### src/rtl/celda_tipica_der_izq_if.sv
// Serial comparison bus for celda_tipica_der_izq.
// CELDA_EQ_FLAG_EN adds the a_eq_b result line.
interface celda_tipica_der_izq_if #(
    parameter int WIDTH = 8,
    parameter int CNT_W = $clog2(WIDTH + 1)
);
    logic             start;
    logic             bit_valid;
    logic             ser_a;
    logic             ser_b;
    logic             state_q;
    logic [CNT_W-1:0] bit_cnt;
    logic             done;
    logic             a_ge_b;
`ifdef CELDA_EQ_FLAG_EN
    logic             a_eq_b;

    modport master (output start, bit_valid, ser_a, ser_b,
                    input  state_q, bit_cnt, done, a_ge_b, a_eq_b);
    modport slave  (input  start, bit_valid, ser_a, ser_b,
                    output state_q, bit_cnt, done, a_ge_b, a_eq_b);
`else
    modport master (output start, bit_valid, ser_a, ser_b,
                    input  state_q, bit_cnt, done, a_ge_b);
    modport slave  (input  start, bit_valid, ser_a, ser_b,
                    output state_q, bit_cnt, done, a_ge_b);
`endif
endinterface

### src/rtl/celda_tipica_der_izq.sv
// LSB-first iterative comparator cell plus a serial engine reporting A >= B.
// Optional equality flag: define CELDA_EQ_FLAG_EN.
module celda_tipica_der_izq #(
    parameter int WIDTH = 8,
    parameter int CNT_W = $clog2(WIDTH + 1)
) (
    input  logic clk,
    input  logic rst_n,
    input  logic p,
    input  logic Ai,
    input  logic Bi,
    output logic P,
    celda_tipica_der_izq_if.slave sif
);
    typedef enum logic {ST_B = 1'b0, ST_A = 1'b1} st_e;

    // Differing bits override the running state; equal bits keep it.
    function automatic logic cell_f(input logic ps, input logic ai, input logic bi);
        return (ai & ~bi) | (~(ai ^ bi) & ps);
    endfunction

    assign P = cell_f(p, Ai, Bi);

    st_e              st_q, st_d, st_base;
    logic [CNT_W-1:0] cnt_q, cnt_d, cnt_base;
    logic             done_q, done_d;
    logic             ge_q, ge_d;
    logic             take, last, nxt_bit;
`ifdef CELDA_EQ_FLAG_EN
    logic             eq_q, eq_d, eq_base;
    logic             aeq_q, aeq_d;
`endif

    always_comb begin
        // start restarts from state a with an empty count, so a bit in the same cycle builds on that
        st_base  = sif.start ? ST_A : st_q;
        cnt_base = sif.start ? '0 : cnt_q;
        take     = sif.bit_valid && (sif.start || !done_q);
        nxt_bit  = cell_f(st_base, sif.ser_a, sif.ser_b);
        last     = take && (cnt_base == CNT_W'(WIDTH - 1));

        st_d   = st_base;
        cnt_d  = cnt_base;
        done_d = sif.start ? 1'b0 : done_q;
        ge_d   = sif.start ? 1'b0 : ge_q;
        if (take) begin
            st_d  = st_e'(nxt_bit);
            cnt_d = cnt_base + CNT_W'(1);
        end
        if (last) begin
            done_d = 1'b1;
            ge_d   = nxt_bit;
        end
`ifdef CELDA_EQ_FLAG_EN
        eq_base = sif.start ? 1'b1 : eq_q;
        eq_d    = eq_base;
        aeq_d   = sif.start ? 1'b0 : aeq_q;
        if (take && (sif.ser_a != sif.ser_b))
            eq_d = 1'b0;
        if (last)
            aeq_d = eq_d;
`endif
    end

    always_ff @(posedge clk or negedge rst_n) begin
        if (!rst_n) begin
            st_q   <= ST_A;
            cnt_q  <= '0;
            done_q <= 1'b0;
            ge_q   <= 1'b0;
        end else begin
            st_q   <= st_d;
            cnt_q  <= cnt_d;
            done_q <= done_d;
            ge_q   <= ge_d;
        end
    end

`ifdef CELDA_EQ_FLAG_EN
    always_ff @(posedge clk or negedge rst_n) begin
        if (!rst_n) begin
            eq_q  <= 1'b1;
            aeq_q <= 1'b0;
        end else begin
            eq_q  <= eq_d;
            aeq_q <= aeq_d;
        end
    end

    assign sif.a_eq_b = aeq_q;
`endif

    assign sif.state_q = st_q;
    assign sif.bit_cnt = cnt_q;
    assign sif.done    = done_q;
    assign sif.a_ge_b  = ge_q;
endmodule

### src/flat_wrapper.sv
// flat-port wrapper written by rule: the top's interface ports become plain ports
module celda_tipica_der_izq_flat 
#(
    parameter int WIDTH = 8,
    parameter int CNT_W = $clog2(WIDTH + 1)
)
  (clk, rst_n, p, Ai, Bi, P, sif_start, sif_bit_valid, sif_ser_a, sif_ser_b, sif_state_q, sif_bit_cnt, sif_done, sif_a_ge_b);
  celda_tipica_der_izq_if #(.WIDTH(WIDTH), .CNT_W(CNT_W)) sif_i ();
  input  logic clk;
  input  logic rst_n;
  input  logic p;
  input  logic Ai;
  input  logic Bi;
  output logic P;
  input wire logic [$bits(sif_i.start)-1:0] sif_start;
  input wire logic [$bits(sif_i.bit_valid)-1:0] sif_bit_valid;
  input wire logic [$bits(sif_i.ser_a)-1:0] sif_ser_a;
  input wire logic [$bits(sif_i.ser_b)-1:0] sif_ser_b;
  output wire logic [$bits(sif_i.state_q)-1:0] sif_state_q;
  output wire logic [$bits(sif_i.bit_cnt)-1:0] sif_bit_cnt;
  output wire logic [$bits(sif_i.done)-1:0] sif_done;
  output wire logic [$bits(sif_i.a_ge_b)-1:0] sif_a_ge_b;
  assign sif_i.start = sif_start;
  assign sif_i.bit_valid = sif_bit_valid;
  assign sif_i.ser_a = sif_ser_a;
  assign sif_i.ser_b = sif_ser_b;
  assign sif_state_q = sif_i.state_q;
  assign sif_bit_cnt = sif_i.bit_cnt;
  assign sif_done = sif_i.done;
  assign sif_a_ge_b = sif_i.a_ge_b;
  celda_tipica_der_izq #(.WIDTH(WIDTH), .CNT_W(CNT_W)) u_core (.clk(clk), .rst_n(rst_n), .p(p), .Ai(Ai), .Bi(Bi), .P(P), .sif(sif_i));
endmodule
### config.mk
export PLATFORM = sky130hd
export DESIGN_NAME = celda_tipica_der_izq_flat
export DESIGN_NICKNAME = d
export VERILOG_FILES = /design/src/rtl/celda_tipica_der_izq_if.sv /design/src/rtl/celda_tipica_der_izq.sv /design/src/flat_wrapper.sv
export SDC_FILE = /design/constraint.sdc
export NUM_CORES = 1
export LEC_CHECK = 0
export BUFFER_PORTS_ARGS = -buffer_cell sky130_fd_sc_hd__buf_2
export CAP_MARGIN = 25
export CORE_AREA = 2 2 39 41
export CTS_CLUSTER_SIZE = 8
export DETAILED_ROUTE_END_ITERATION = 10
export DIE_AREA = 0 0 41 43
export MAX_ROUTING_LAYER = met4
export PLACE_DENSITY = 0.6
export SLEW_MARGIN = 20
export SYNTH_ARGS = -nofsm -noshare
export SYNTH_HDL_FRONTEND = slang
export SYNTH_SLANG_ARGS = --single-unit
export TNS_END_PERCENT = 50
### constraint.sdc
create_clock -name clk -period 3.53 [get_ports clk]
set_input_delay 0.1765 -clock clk [delete_from_list [all_inputs] [get_ports clk]]
set_output_delay 0.1765 -clock clk [all_outputs]
set_load 0.01 [all_outputs]
; ---- Word-level counts from Yosys, hierarchy flattened
; Index checks and enable logic that the tools add are counted.
[totals]
register_bits = 7
in_bits = 9
[op_classes]
addsub = 1
n_eq_ne = 1
mux = 7
n_reduce_logical = 5
bitwise_logic = 12
[ops]
columns = cell, count
row1 = 4-bit 2-to-1 mux, 2
row2 = 1-bit 2-to-1 mux, 5
row3 = "4-bit by 1-bit adder with 4-bit output, second input constant", 1
row4 = 1-bit bitwise AND, 4
row5 = "4-bit by 3-bit equality test with 1-bit output, second input constant", 1
row6 = 1-bit inverter, 4
row7 = 1-bit logical AND, 2
row8 = 1-bit bitwise OR, 2
row9 = 2-bit nonzero test, 1
row10 = 1-bit XOR, 2
row11 = 1-bit logical NOT, 1
row12 = 1-bit logical OR, 1

; ---- Logic depth before layout (Yosys ltp)
[logic_depth]
ltp_word = 5
mapped_depth = 6
depth_no_buf = 5

; ---- Least setup slack after synthesis
; OpenSTA, ideal clock, no wires.
[synth_path]
path_kind = register to register
from = reg u_core.cnt_q[0], in the netlist u_core.sif.bit_cnt[0]
to = reg u_core.ge_q, in the netlist u_core.sif.a_ge_b
required_ps = 3405
arrival_ps = 1065
path_stages_with_launch = 5
setup_ps = 125
period_less_slack_ps = 1190
slack_ps = 2340
path_buffers = 0
path_cell_list = dfrtp_1 -> nor2b_1 -> ha_1 -> nand4bb_1 -> mux2i_1
[synth_via]
elab_chain_len = 4
word_cells_on_any_way = 5
[synth_lines]
columns = element, line
row1 = "start, declared", celda_tipica_der_izq.sv:25  ; logic [CNT_W-1:0] cnt_q, cnt_d, cnt_base;
row2 = "start signal, assigned", celda_tipica_der_izq.sv:73  ; cnt_q <= cnt_d;
row3 = 4-bit 2-to-1 mux (*), celda_tipica_der_izq.sv:37  ; cnt_base = sif.start ? '0 : cnt_q;
row4 = 4-bit by 3-bit equality test with 1-bit output (*), celda_tipica_der_izq.sv:40  ; last = take && (cnt_base == CNT_W'(WIDTH - 1));
row5 = 1-bit logical AND (*), celda_tipica_der_izq.sv:40
row6 = 1-bit 2-to-1 mux / 2-bit nonzero test (equally long branches), -
row7 = "end signal, assigned", celda_tipica_der_izq.sv:75  ; ge_q <= ge_d;
row8 = "end, declared", celda_tipica_der_izq.sv:27  ; logic ge_q, ge_d;
; Every way passes the cells marked *; elsewhere a longest branch is shown, timed or not.
; A chain may end at the register's enable or synchronous reset.

; ---- Final worst setup path
; Ends and elaborated chain as after synthesis.

==> out/summary.txt <==
run status - completed
Top Metal Used - met4
R2R cell count - 4
GRT Resource Usage Total - 12.8%
CTS Buf Count - 3
Starting Density - 30.7%
non-filler instance count after layout - 77
Synth top area share - 35.4%
worst-skew pair later-pin latency - 250 ps
critical path type - reg2reg
WHS Endpoint - u_core.sif.state_q
top_reg_cell synth - dfrtp_1
clock tree sinks - 7
site row count - 14
cell count after placement - 72
Setup crit end kind - flip-flop
post-synthesis instance total - 41
Post-DP HPWL - 641 um
Max Root-Sink Buffers - 2
DR DRC count - 0
DRT antenna net count - 0
Max rail drop VDD - 0.148 mV
Worst R2R Start - u_core.sif.bit_cnt[0]
RSZ-0062 raised after global routing - no
GP Congestion - 0.752
Post-Route Skew - 0.654 ps
# H-tree levels - 1
FF-to-FF End - u_core.sif.a_ge_b
1st-pass router iterations - 4
Slew headroom - 87.1%
final net count - 74
Synth async-reset ratio - 100%
final wirelength - 829 um
fmax - 803 MHz
minimum clock period - 1250 ps
Clock Tree Root - clkbuf_4
Cell Pwr Density - 360 nW/um2
top cells by area, synth - dfrtp_1, ha_1, nand2b_1
power share of the clock group - 38.0%
switching portion of total power - 26.9%
commonest cells in the synthesized netlist - dfrtp_1, nand2b_1, nor2_1
Crit path required time - 3670 ps
clock transition at the registers of the reported paths - 60 ps
path category of the worst min-delay check - in2reg
drt via density - 4.57
drt wl/cell - 10.8 um
internal power - 0.000146 W
slowest cell delay on critical path - 410 ps
Reg power frac - 44.8%
CTS tree - yes
Layout area overhead - 31.3%
cell with the most instances after synthesis - dfrtp_1
starting DRC count in detailed routing - 10
core area - 1380 um2
Critical Path Slowest Stage Cell - dfrtp_1
CP Cell Sequence - nor2b_1 > ha_1 > nand4bb_1 > mux2i_1
M1 WL - 398 um
die height - 43 um
# diodes - 0
die area - 1760 um2
largest net degree at the start of global routing - 12
CP Data Arrival Time - 1380 ps
number of synthesized register bits - 7
Ys Warns - 0
routed via count - 352
Hold WS - 143 ps
vias in the first global route - 328
setup slack after layout - 2280 ps
Static Leakage - 0.314 nW
Hold Path Origin - sif_bit_valid
final hold viol count - 0
Slew Limit Fails - 0
CP Buf/Inv Count - 0
Top Ports - 17
metal3 WL - 40 um
maximum capacitance violations - 0
CP startpoint kind - flip-flop
Remaining Overflow, GRT - 0
first-pass GRT wire length - 1390 um
largest delay contributor family on the critical path - flip-flops
initial antenna violation count - 0
Synth cell types - 23
post-placement setup slack - 2290 ps
WHS Path Cells - 2
Seq/Total Area, Yosys - 41.6%
share of cells above drive strength 1 - 37.7%
R2R setup slack - 2280 ps
Placed Area - 520 um2
Post-Syn Nets - 53
Comb power frac - 17.2%
IO buf count - 16
DIE WIDTH - 41 um
Switching Power - 0.0000540 W
area leader, netlist - dfrtp_1
Mapped Area - 424 um2
worst slew pin tran - 192 ps
CP max FO - 4
TNS Setup - 0 ps
Post-synth EDFFs - 0
DR WL met2 - 376 um
final setup violation count - 0
Final Instance Area - 557 um2
syn_area_per_cell - 10.3 um2
Tcrit/Tclk final - 35.3%
-- power by group through the flow --
| stage | combinational, W | sequential (W) | clock [W] |
|---|---|---|---|
| 6_report | 0.0000345 | 0.0000898 | 0.0000762 |
| 3_3_place_gp | 0.0000340 | 0.0000915 | 0 |
| 4_1_cts | 0.0000351 | 0.0000898 | 0.0000797 |
| 5_1_grt | 0.0000398 | 0.0000906 | 0.0000838 |
| 2_1_floorplan | 0.0000178 | 0.0000929 | 0 |
| 3_5_place_dp | 0.0000341 | 0.0000912 | 0 |
-- metal layers --
metal  global-route usage (%)  vias up
li1                         -      184
met1                     15.4      154
met2                     15.6       12
met3                     4.71        2
met4                     12.0        0
met5                        -        -
-- how the worst max path moves through the flow --
stage | start | to | cells past startpoint
6_report | u_core.sif.bit_cnt[0] | u_core.sif.a_ge_b | 4
5_1_grt | u_core.sif.bit_cnt[0] | u_core.sif.a_ge_b | 4
4_1_cts | u_core.sif.bit_cnt[0] | u_core.sif.a_ge_b | 4
3_5_place_dp | u_core.sif.bit_cnt[0] | u_core.sif.a_ge_b | 4
3_3_place_gp | u_core.sif.bit_cnt[0] | u_core.sif.a_ge_b | 4
2_1_floorplan | u_core.sif.bit_cnt[0] | u_core.sif.a_ge_b | 4
-- cells in the final DEF (no fill, tap or decap) --
master,count
a211oi_1,1
a21o_1,1
a21oi_1,1
a31oi_1,1
buf_2,16
clkbuf_1,1
clkbuf_4,3
dfrtp_1,6
dfstp_2,1
dlygate4sd3_1,1
ha_1,3
inv_1,3
mux2_4,1
mux2i_1,2
nand2_1,1
nand2b_1,5
nand3_1,1
nand4_2,1
nand4bb_1,1
nor2_1,4
nor2b_1,2
nor2b_4,1
o211ai_1,1
o21a_1,1
o21ai_0,1
o22a_1,1
-- state kept, by name, indices dropped and copies added (netlist names) --
name	flops
u_core.sif.state_q	1
u_core.sif.bit_cnt	4
u_core.sif.a_ge_b	1
u_core.sif.done	1
-- per-stage QoR --
| step | utilization (%) | total power, W |
|---|---|---|
| finish | 40.2 | 0.000200 |
| global route | 40.2 | 0.000214 |
| CTS | 40.2 | 0.000205 |
| detailed placement | 37.6 | 0.000125 |
| global placement | 37.6 | 0.000125 |
| floorplan | - | 0.000111 |
-- worst register-to-register path, stage by stage (launching register included) --
cell       delay, ps
dfrtp_1          410
nor2b_1          190
ha_1             210
nand4bb_1        170
mux2i_1          150
-- final cells by class --
class,instances,area [um2]
flip-flops and latches,7,176
inverters,3,11.3
well taps,16,20.0
fillers,140,827
clock buffers,4,26.3
multi-input cells,30,233
repair buffers,17,90.1
-- logic make-up (layout without fill, tap and decap cells) --
family                     after synthesis  in the layout  share of synthesized area, %
DFF                                      7              7                          41.6
adders and majority gates                3              3                          8.85
muxes                                    3              3                          8.26
and+or+nand+nor                         16             16                          24.8
AOI/OAI and AO/OA                        8              8                          13.0
buffers and inverters                    4             24                          3.54
-- what timing repair did --
action,CTS,global route
buffers inserted,0,0
gates resized for setup,0,0
hold endpoints to repair,7,0
hold buffers,1,0
setup endpoints to repair,0,0
(Power assumes the default switching activity.)
